`config.mk`:
```
export PLATFORM = sky130hd
export DESIGN_NAME = counter
export DESIGN_NICKNAME = d
export VERILOG_FILES = /design/src/rtl/pwm_pkg.sv /design/src/rtl/prescaler.sv /design/src/rtl/counter.sv
export SDC_FILE = /design/constraint.sdc
export NUM_CORES = 1
export LEC_CHECK = 0
export CAP_MARGIN = 20
export CORE_MARGIN = 2
export CORE_UTILIZATION = 33
export CTS_CLUSTER_SIZE = 10
export DETAILED_ROUTE_END_ITERATION = 7
export HOLD_SLACK_MARGIN = 0.1
export PLACE_DENSITY_LB_ADDON = 0.12
export SLEW_MARGIN = 0
export SYNTH_ARGS = -nofsm -noshare
export SYNTH_HDL_FRONTEND = slang
export SYNTH_SLANG_ARGS = --single-unit
```
`constraint.sdc`:
```
create_clock -name clk -period 3.3 [get_ports clk]
set_clock_uncertainty 0.2 [all_clocks]
set_input_delay 0.66 -clock clk [delete_from_list [all_inputs] [get_ports clk]]
set_output_delay 0.66 -clock clk [all_outputs]
set_load 0.005 [all_outputs]
```
`src/rtl/pwm_pkg.sv`:
```
// Shared PWM definitions: datapath widths used by the counter and the register block.
package pwm_pkg;

    localparam int unsigned CNT_W = 16;
    localparam int unsigned PSC_W = 8;

endpackage

```
`src/rtl/prescaler.sv`:
```
// Prescaler: pulses tick once every (prescale+1) enabled clocks.
module prescaler
    import pwm_pkg::*;
(
    input  logic             clk,
    input  logic             rst,
    input  logic             clr,
    input  logic             en,
    input  logic [PSC_W-1:0] prescale,
    output logic             tick
);

    logic [PSC_W-1:0] psc_cnt_q;
    logic [PSC_W-1:0] psc_cnt_d;

    // >= rather than == so a prescale lowered below psc_cnt ticks at once.
    assign tick = en && (psc_cnt_q >= prescale);

    always_comb begin
        psc_cnt_d = psc_cnt_q;
        if (clr) begin
            psc_cnt_d = '0;
        end else if (en) begin
            psc_cnt_d = tick ? '0 : psc_cnt_q + 1'b1;
        end
    end

    always_ff @(posedge clk) begin
        if (rst) begin
            psc_cnt_q <= '0;
        end else begin
            psc_cnt_q <= psc_cnt_d;
        end
    end

endmodule

```
`src/rtl/counter.sv`:
```
// PWM base counter: up/down count over 0..period with a registered wrap pulse.
module counter
    import pwm_pkg::*;
(
    input  logic             clk,
    input  logic             rst,
    input  logic             en,
    input  logic             count_reset,
    input  logic             upnotdown,
    input  logic [PSC_W-1:0] prescale,
    input  logic [CNT_W-1:0] period,
    output logic [CNT_W-1:0] counter_val,
    output logic             wrap
);

    logic             tick;
    logic [CNT_W-1:0] counter_val_q;
    logic [CNT_W-1:0] counter_val_d;
    logic             wrap_q;
    logic             wrap_d;

    prescaler u_prescaler (
        .clk      (clk),
        .rst      (rst),
        .clr      (count_reset),
        .en       (en),
        .prescale (prescale),
        .tick     (tick)
    );

    always_comb begin
        counter_val_d = counter_val_q;
        wrap_d        = 1'b0;
        if (count_reset) begin
            counter_val_d = '0;
        end else if (tick) begin
            if (upnotdown) begin
                if (counter_val_q >= period) begin
                    counter_val_d = '0;
                    wrap_d        = 1'b1;
                end else begin
                    counter_val_d = counter_val_q + 1'b1;
                end
            end else begin
                if (counter_val_q == '0) begin
                    counter_val_d = period;
                    wrap_d        = 1'b1;
                end else if (counter_val_q > period) begin
                    // Period shrank under us: reload silently.
                    counter_val_d = period;
                end else begin
                    counter_val_d = counter_val_q - 1'b1;
                end
            end
        end
    end

    always_ff @(posedge clk) begin
        if (rst) begin
            counter_val_q <= '0;
            wrap_q        <= 1'b0;
        end else begin
            counter_val_q <= counter_val_d;
            wrap_q        <= wrap_d;
        end
    end

    assign counter_val = counter_val_q;
    assign wrap        = wrap_q;

endmodule

```
==> metrics.md <==
| Metric | Value |
|---|---|
| Final Cycle Share | `96.9%` |
| Post-DR wirelength/cell | `14.2 microns` |
| Min-Delay Endpoint | `u_prescaler.psc_cnt_q[7]$_SDFFE_PP0P_` |
| Multi-input gate area | `1810 sq um` |
| Ys Warns | `0` |
| Fmax | `313 MHz` |
| Min-delay worst type | `register to register` |
| Register area | `500 sq um` |
| Die W | `91.0 microns` |
| Util after Layout | `45.1%` |
| Cts hold-fix bufs | `0` |
| Synth Register Bits | `25` |
| Clock Sinks | `25` |
| Worst EP arrival | `3.17 ns` |
| Starting Density | `34.3%` |
| Die height | `91.0 microns` |
| Power Density | `187 nW/um^2` |
| Mapped Cells | `309` |
| Top Family by Delay on Critical Path | `simple AND/OR/NAND/NOR gates` |
| Max_cap viols | `0` |
| Area growth syn-to-layout | `31.6%` |
| Unique masters post-synth | `57` |
| Ant diodes | `0` |
| Total CTS buffers | `3` |
| Final ANT Viol Nets | `0` |
| Critical path launch point type | `primary input` |
| I/O Buffers | `45` |
| Sequential area share after synthesis | `20.0%` |
| Area of the core | `7290 sq um` |
| Non-Filler Instances | `477` |
| Crit Reg-Reg Startpoint | `counter_val[15]$_SDFFE_PP0P_` |
| CP bufs+invs | `3` |
| Initial antenna violation count | `0` |
| Cell area after layout | `3290 sq um` |
| R2R Setup Slk | `0.56 ns` |
| Dpl cell area | `3240 sq um` |
| First-pass GRT wire length | `11,400 microns` |
| Slew @ Worst Pin | `0.475 ns` |
| Setup violations, final | `0` |
| Outcome | `completed` |
| Most frequent cells in the layout | `clkdlybuf4s50_1 (45), buf_4 (31), nand2_1 (30)` |
| Net count, final | `436` |
| CTS root buf | `clkbuf_8` |
| Die area | `8290 sq um` |
| Routed Wire Length | `6770 microns` |
| DR pass1 iterations | `4` |
| Final Total Pwr | `0.615 mW` |
| Syn_area_per_cell | `8.09 sq um` |
| Fill cells | `777` |
| Drt drc | `0` |
| R2R cell count | `9` |
| Leakage power | `1.38 nW` |
| Row count | `31` |
| Final hold vios | `0` |
| Slew margin rel. | `68.2%` |
| CTS H-tree lvls | `1` |
| Clk buf depth | `2` |
| Post-CTS Setup Bufs | `0` |
| Hold Path Stages | `2` |
| DP Cell Count | `473` |
| Ports | `46` |
| Gr ovfl total | `0` |
| Metal-1 WL | `3380 microns` |
| Worst path max stage delay | `0.60 ns` |
| Worst-path cell with the longest stage delay | `or4_4` |
| Min-Delay Startpoint | `u_prescaler.psc_cnt_q[7]$_SDFFE_PP0P_` |
| Vias/cell | `4.97` |
| RSZ-0062 raised after global routing | `no` |
| Final Slew Violations | `0` |
| Netlist Area Pre-Place | `2500 sq um` |
| Global-route usage over all layers | `16.9%` |
| Max Used Layer | `met4` |
| Worst skew pair latency | `0.28 ns` |
| Crit path max fanout | `12` |
| Vias post-DR | `2,370` |
| Worst setup EP type | `register` |
| Crit-path cells | `clkdlybuf4s50_1 > inv_1 > ha_1 > nand4_2 > or4_4 > nor2_4 > a31oi_4 > nor2_8 > buf_12 > mux2i_1 > a221o_1` |
| Tmin final | `3.20 ns` |
| Met3 Wirelength | `305 microns` |
| Top FF cell, synth | `dfxtp_1` |
| Number of synthesized flops with an enable pin | `0` |
| Vias in the first global route | `2,362` |
| Most common cell after layout, fill and taps aside | `clkdlybuf4s50_1` |
| Post-CTS Resized | `0` |
| Final GP Congestion | `0.842` |
| DP HPWL | `5360 microns` |
| Post-Syn Nets | `366` |
| Pin count of the biggest net entering global routing | `15` |
| Post-synth ARST share | `0%` |
| WP data required | `3.27 ns` |
| Met2 WL | `3050 microns` |
| Kind of critical path | `primary input to register` |
| Reg2Reg Capture Point | `counter_val[9]$_SDFFE_PP0P_` |
| CTS tree | `built` |
| Iteration-0 DRC Markers | `82` |
| Max VDD drop | `0.166 mV` |
| Layout cells sized above 1 | `13.8%` |
| Clock slew at reported path FFs | `0.10 ns` |
==> synthesized netlist by cell type (2+ instances only) <==
master,count,area (sq um)
nor3_1,7,35.0
buf_6,3,33.8
nand3b_1,3,22.5
xor2_1,9,78.8
o21ai_0,5,25.0
and2_1,3,18.8
o211ai_2,2,25.0
and3_1,9,56.3
clkbuf_1,5,18.8
a221o_1,6,60.1
o31ai_1,2,15.0
buf_2,2,10.0
xnor2_1,11,96.3
mux2i_1,16,160
a31oi_1,5,31.3
nor2b_1,2,12.5
inv_1,28,105
nand3_1,8,40.0
nand2_1,30,113
a21oi_1,8,40.0
o21ai_1,5,25.0
dfxtp_1,25,500
or3_1,9,56.3
o211ai_1,4,30.0
o2111ai_1,2,17.5
nand4_1,10,62.6
and4_1,2,17.5
nor4_2,2,25.0
nor2_1,26,97.6
a21o_1,2,15.0
ha_1,28,350
nand2b_1,5,31.3
==> worst reg2reg max path, stage by stage (launching register included) <==
cell and delay (ns):
dfxtp_1 0.41, ha_1 0.35, nand4_2 0.16, or4_4 0.60, nor2_4 0.14, a31oi_4 0.07
nor2_8 0.12, buf_12 0.17, mux2i_1 0.10, a221o_1 0.34
==> cell families after synthesis <==
logic type | count (synthesis) | share of synthesized area [%]
flip-flops | 25 | 20.0
adder cells (fa/ha/maj) | 28 | 14.0
AND/OR/NAND/NOR | 127 | 27.9
buffers and inverters | 40 | 7.81
XOR/XNOR | 20 | 7.01
AO/OA/AOI/OAI | 53 | 16.9
multiplexers | 16 | 6.41
==> state kept, by name, indices dropped and copies added (netlist names) <==
signal,flops
wrap,1
u_prescaler.psc_cnt_q,8
counter_val,16
==> routing by layer <==
layer	vias to the layer above	global-route usage [%]
li1	1249	-
met1	1066	23.6
met2	53	27.9
met3	2	2.90
met4	0	2.27
met5	-	0
==> worst max path at each step <==
stage / start / to / slack (ns) / depth (start not counted)
6_report: period[13] / counter_val[9]$_SDFFE_PP0P_ / 0.10 / 11
5_1_grt: period[11] / counter_val[9]$_SDFFE_PP0P_ / 0.007 / 11
4_1_cts: period[13] / counter_val[9]$_SDFFE_PP0P_ / 0.06 / 11
3_5_place_dp: period[13] / counter_val[9]$_SDFFE_PP0P_ / -0.22 / 11
3_3_place_gp: period[13] / counter_val[9]$_SDFFE_PP0P_ / -0.22 / 11
2_1_floorplan: period[15] / counter_val[0]$_SDFFE_PP0P_ / 0.45 / 10
==> cell type report <==
type | count | area share, %
Clock buffer | 3 | 1.26
Clock inverter | 1 | 0.152
Inverter | 28 | 3.20
Multi-Input combinational cell | 244 | 55.0
Sequential cell | 25 | 15.2
Tap cell | 99 | 3.77
Timing Repair Buffer | 77 | 21.4
==> stage by stage <==
| step | hold slack, ns | setup slack [ns] | TNS [ns] |
|---|---|---|---|
| CTS | 0.336 | 0.0581 | 0 |
| global route | 0.376 | 0.00666 | 0 |
| global placement | 0.310 | -0.222 | -1.70 |
| floorplan | 0.283 | 0.455 | 0 |
| detailed placement | 0.313 | -0.223 | -1.86 |
| finish | 0.327 | 0.101 | 0 |
==> power by group <==
group,switching [mW],internal [mW],total (mW),leakage [nW]
Sequential,0.00171,0.302,0.304,0.201
Combinational,0.0501,0.0649,0.115,1.15
Clock,0.111,0.0848,0.195,0.0255
(Power assumes the default switching activity.)
